**config.mk**
```make
export PLATFORM = sky130hd
export DESIGN_NAME = laser_cover_scorer
export DESIGN_NICKNAME = d
export VERILOG_FILES = /design/src/rtl/laser_cover_scorer.sv
export SDC_FILE = /design/constraint.sdc
export NUM_CORES = 1
export LEC_CHECK = 0
export ABC_AREA = 0
export CORE_MARGIN = 2
export CORE_UTILIZATION = 60
export CTS_CLUSTER_DIAMETER = 30
export CTS_CLUSTER_SIZE = 25
export DETAILED_ROUTE_END_ITERATION = 16
export GPL_ROUTABILITY_DRIVEN = 0
export HOLD_SLACK_MARGIN = 0.03
export PLACE_DENSITY = 0.78
export SYNTH_ARGS = -nofsm -noshare
export SYNTH_HDL_FRONTEND = slang
export SYNTH_SLANG_ARGS = --single-unit
```
**constraint.sdc**
```tcl
create_clock -name CLK -period 10.55 [get_ports CLK]
set_input_delay 1.055 -clock CLK [delete_from_list [all_inputs] [get_ports CLK]]
set_output_delay 1.055 -clock CLK [all_outputs]
set_load 0.01 [all_outputs]
```
**src/rtl/laser_cover_scorer.sv**
```systemverilog
// Coverage scorer for the laser-treatment solver: captures the 40-point load stream,
// then on each solver DONE counts points inside circle 1, circle 2 and their union.
module laser_cover_scorer #(
  parameter int NPTS = 40,
  parameter int R2   = 16
) (
  input  logic       CLK,
  input  logic       RST_N,
  input  logic [3:0] X,
  input  logic [3:0] Y,
  input  logic [3:0] C1X,
  input  logic [3:0] C1Y,
  input  logic [3:0] C2X,
  input  logic [3:0] C2Y,
  input  logic       DONE,
  output logic [5:0] SCORE,
  output logic [5:0] SCORE1,
  output logic [5:0] SCORE2,
  output logic       VALID,
  output logic       BUSY
);

  typedef enum logic [1:0] {S_LOAD, S_WAIT, S_SCAN} state_t;

  localparam logic [5:0] LAST_IDX = 6'(NPTS - 1);
  localparam logic [8:0] R2_W     = 9'(R2);

  state_t     state;
  logic [5:0] load_idx;
  logic [5:0] scan_idx;
  logic [5:0] acc1, acc2, acc_u;
  logic [7:0] mem [NPTS];
  logic [3:0] c1x_q, c1y_q, c2x_q, c2y_q;

  logic [7:0] pt;
  logic       hit1, hit2, hit_u;

  // Squared distance kept at full 9-bit width so the corner case (450) cannot wrap.
  function automatic logic [8:0] dist_sq(input logic [3:0] px, input logic [3:0] py,
                                         input logic [3:0] cx, input logic [3:0] cy);
    logic [3:0] dx, dy;
    logic [8:0] sx, sy;
    dx = (px >= cx) ? (px - cx) : (cx - px);
    dy = (py >= cy) ? (py - cy) : (cy - py);
    sx = {5'b0, dx} * {5'b0, dx};
    sy = {5'b0, dy} * {5'b0, dy};
    return sx + sy;
  endfunction

  assign pt    = mem[scan_idx];
  assign hit1  = dist_sq(pt[7:4], pt[3:0], c1x_q, c1y_q) <= R2_W;
  assign hit2  = dist_sq(pt[7:4], pt[3:0], c2x_q, c2y_q) <= R2_W;
  assign hit_u = hit1 | hit2;
  assign BUSY  = (state != S_WAIT);

  // Point storage and latched centres carry no reset; control below gates their use.
  always_ff @(posedge CLK) begin
    if (state == S_LOAD) mem[load_idx] <= {X, Y};
    if (state == S_WAIT && DONE) begin
      c1x_q <= C1X;
      c1y_q <= C1Y;
      c2x_q <= C2X;
      c2y_q <= C2Y;
    end
  end

  always_ff @(posedge CLK or negedge RST_N) begin
    if (!RST_N) begin
      state    <= S_LOAD;
      load_idx <= '0;
      scan_idx <= '0;
      acc1     <= '0;
      acc2     <= '0;
      acc_u    <= '0;
      SCORE    <= '0;
      SCORE1   <= '0;
      SCORE2   <= '0;
      VALID    <= 1'b0;
    end else begin
      VALID <= 1'b0;
      case (state)
        S_LOAD: begin
          load_idx <= load_idx + 6'd1;
          if (load_idx == LAST_IDX) state <= S_WAIT;
        end
        S_WAIT: begin
          if (DONE) begin
            acc1     <= '0;
            acc2     <= '0;
            acc_u    <= '0;
            scan_idx <= '0;
            state    <= S_SCAN;
          end
        end
        S_SCAN: begin
          acc1     <= acc1 + {5'b0, hit1};
          acc2     <= acc2 + {5'b0, hit2};
          acc_u    <= acc_u + {5'b0, hit_u};
          scan_idx <= scan_idx + 6'd1;
          if (scan_idx == LAST_IDX) begin
            SCORE  <= acc_u + {5'b0, hit_u};
            SCORE1 <= acc1 + {5'b0, hit1};
            SCORE2 <= acc2 + {5'b0, hit2};
            VALID  <= 1'b1;
            state  <= S_WAIT;
          end
        end
        default: state <= S_LOAD;
      endcase
    end
  end

endmodule

```
==> out/qor.csv <==
stage,metric,value,unit
synthesis,synth_edf_count,336,
drt,postRouteWirelength,39600,um
finish,drive_gt1_frac,0.153,
finish,ff_latch_area,0.0114,mm^2
power,p_int,4.77,mW
power,seq_power_share,0.245,
setup_path,path_class,reg -> reg,
timing,tightest_slew,1.00,ns
power,peakVddDrop,0.314,mV
clock_network,cts_buffer_depth,3,
power,leakagePower,8.01,nW
setup_path,arrival,10.13,ns
synthesis,synth_area_leaders,"edfxtp_1 56%, dfrtp_1 7.1%, ha_1 4.8%, mux4_2 4.0%, mux2i_1 3.9%",
setup_path,reg2reg_depth,32,
setup_path,path_buf_inv,3,
worst_hold_path,hold-path-cell-count,2,
power,p_per_area,350,mW/mm^2
global_route,grt.total_usage,0.263,
timing,skew,0.0383,ns
timing,fmax,103,MHz
finish,fill_cells,1820,
clock_network,path_clk_slew,0.04,ns
drt,ant_nets,0,
setup_path,r2r_end,acc_u[5],
setup_path,path_common_cell,fa_1,
setup_path,rrSetupSlack,0.84,ns
timing,fin_crit_sh,0.921,
clock_network,cts-resized-gates,0,
place,pre_cts_ws,0.844,ns
synthesis,syn_inst,1202,
global_route,grt_first_pass_wirelength,62000,um
run_status,outcome,"complete, no violations",
synthesis,yosysWarnings,0,
timing,setup_tns,0,ns
setup_path,critPathMaxFanout,54,
clock_network,htree_levels,3,
drt,drt-wirelength-per-cell,22.7,um
floorplan,rows,63,
global_route,met2_usage,0.459,
drt,drc,0,
timing,finalHoldViolations,0,
global_route,use_met3,0.0510,
power,p_comb_frac,0.439,
floorplan,die_h,177,um
synthesis,synth.net_count,1329,
timing,slew_viol_final,0,
clock_network,cts-root-buf,clkbuf_16,
floorplan,fp.dieW,177,um
synthesis,ys_seq_area_frac,0.629,
worst_hold_path,hold_start,SCORE1[3],
power,switching_power,2.75,mW
synthesis,synthArstFlopShare,0.132,
timing,period_needed,9.71,ns
place,dp_hpwl,24400,um
drt,dr.pass1.iters,5,
timing,fin_ws,0.837,ns
global_route,grt.busiest_layer,met2,
clock_network,numClockSinks,387,
worst_hold_path,worst_hold_path_type,reg -> reg,
floorplan,pin_count,47,
setup_path,critical_path_depth,32,
finish,area_delta_synth_final,19.0,%
power,clkPwrFrac,0.316,
synthesis,synthDistinctLibCells,58,
setup_path,cp_slowest_cell,dfrtp_4,
floorplan,fp.dieArea,0.0315,mm^2
global_route,grt_pass1_vias,11211,
finish,antenna_cells,0,
clock_network,tritoncts,done,
setup_path,crit_path_end_kind,register,
clock_network,cts-hold-fix-buffers,0,
synthesis,ys.flop_type,edfxtp_1,
finish,multi_input_area,0.00614,mm^2
drt,drtIter0Drc,903,
synthesis,synth.avg_cell_area,15.0,um^2
floorplan,start_util,0.609,
run,maxCapViolCount,0,
global_route,use_met1,0.323,
global_route,grt-ovfl-total,0,
timing,finalSetupViolCount,0,
setup_path,slowest_delay,1.03,ns
place,io_buffers,46,
setup_path,cp-start-kind,register,
setup_path,setup.worst_path.end,acc_u[5],
setup_path,reg2reg_from,scan_idx[0],
finish,fin_nets,1428,
synthesis,yosysTopAreaCellShare,0.559,
synthesis,synth_area_leader_cell,edfxtp_1,
drt,via_per_inst,6.06,
setup_path,critPathRequiredTime,10.97,ns
clock_network,cts_buffers,73,
timing,timing.slew.headroom,0.329,
setup_path,crit_start,scan_idx[0],
timing,rsz0062_at_grt,no,
synthesis,synthesis.area,0.0181,mm^2
clock_network,clk_latency,0.58,ns
floorplan,coreArea,0.0296,mm^2
global_route,grt_max_degree,61,
clock_network,postCtsSetupRepairBufs,0,
global_route,grt_antenna_before_repair,0,
setup_path,cp_top_family,adder cells,
power,switching_share,0.366,
drt,dr_total_vias,10566,
synthesis,synth_seq_cells,387,
-- state kept, by name, indices dropped and copies added (netlist names) --
register	cells
VALID	1
SCORE1	6
SCORE	6
load_idx	6
acc1	6
state	2
SCORE2	6
scan_idx	6
acc_u	6
mem	320
c2y_q	4
c2x_q	4
c1y_q	4
c1x_q	4
acc2	6
-- synth_stat cells (3+ instances only) --
master and count:
edfxtp_1 336, o21a_1 4, o21bai_1 6, xor2_1 12
and3_1 5, dfrtp_1 51, nand2_1 66, nand2b_1 17
a21o_1 7, mux2_2 15, inv_1 80, mux4_2 32
a22oi_1 16, o22ai_1 9, a22o_1 11, a31oi_1 4
a211oi_1 9, a21oi_1 24, ha_1 70, buf_1 5
o221ai_1 3, xnor2_1 11, nand3_1 9, o21ai_0 54
a2111oi_0 3, buf_2 14, mux4_1 20, mux2i_1 71
clkbuf_1 17, buf_6 6, nor2_2 4, o31ai_1 5
nor3_1 12, nor2b_1 30, or2_2 9, nor2_1 89
fa_1 30, and2_1 9
-- cells by family (layout without fill, tap and decap cells) --
family                     count (synthesis)  in the layout  synth area share
xor gates and xnor gates                  23             23            0.0112
buffers and inverters                    125            278            0.0306
adders and majority gates                100            100            0.0818
and+or+nand+nor                          263            263            0.0691
muxes                                    138            138             0.118
AOI/OAI and AO/OA                        166            166            0.0603
DFF                                      387            387             0.629
-- placed cells by master, fill, tap and decap left out, types with 17 or more instances in the layout --
cell type / n
edfxtp_1: 336
mux4_1: 20
mux4_2: 32
ha_1: 70
nand2b_1: 17
clkbuf_16: 73
clkdlybuf4s50_1: 45
nor2b_1: 30
fa_1: 30
mux2i_1: 71
inv_1: 80
nor2_1: 89
a21oi_1: 24
o21ai_0: 54
buf_4: 22
nand2_1: 66
dfrtp_1: 49
-- power by group through the flow --
stage	Sequential [mW]	Combinational (mW)	Clock [mW]
after floorplan	1.76	2.62	0
after global placement	1.86	3.13	0
after detailed placement	1.87	3.28	0
after CTS	1.84	3.34	2.40
after global routing	1.85	3.78	2.48
final	1.84	3.30	2.38
-- metal layers --
metal | vias to the layer above | wire [um]
li1 | 4749 | -
met1 | 5336 | 15400
met2 | 390 | 20700
met3 | 91 | 2370
met4 | 0 | 1130
met5 | - | 0
-- through the flow --
stage | hold slack, ns | power, mW | util | cell area [um^2] | cells
after floorplan | 0.470 | 4.39 | - | 18100 | 1202
after global placement | 0.461 | 4.99 | 0.639 | 18900 | 1616
after detailed placement | 0.470 | 5.15 | 0.639 | 18900 | 1616
after CTS | 0.479 | 7.58 | 0.725 | 21500 | 1745
after global routing | 0.503 | 8.10 | 0.725 | 21500 | 1745
final | 0.473 | 7.53 | 0.725 | 21500 | 1745
-- how the worst min path moves through the flow --
stage                            to  slack [ns]
after floorplan             acc1[5]        0.47
after global placement    SCORE1[2]        0.46
after detailed placement  SCORE1[3]        0.47
after CTS                 SCORE1[3]        0.48
after global routing       SCORE[5]        0.50
final                     SCORE1[3]        0.47
-- cell type report --
| type | count | area share |
|---|---|---|
| clock buffers | 83 | 0.0882 |
| clock inverters | 46 | 0.0309 |
| inverters | 81 | 0.0142 |
| multi-input cells | 690 | 0.286 |
| flip-flops and latches | 387 | 0.529 |
| well taps | 390 | 0.0227 |
| repair buffers | 68 | 0.0289 |
-- worst reg2reg max path, delay by kind of cell, from the launching register on --
family	cells	cell delay (ns)
muxes	1	0.63
AOI/OAI and AO/OA	11	2.61
DFF	1	1.03
adders and majority gates	8	3.16
and+or+nand+nor	8	1.37
buffers and inverters	3	0.64
xor gates and xnor gates	1	0.13
No activity file was read; power rests on OpenSTA's default activity.
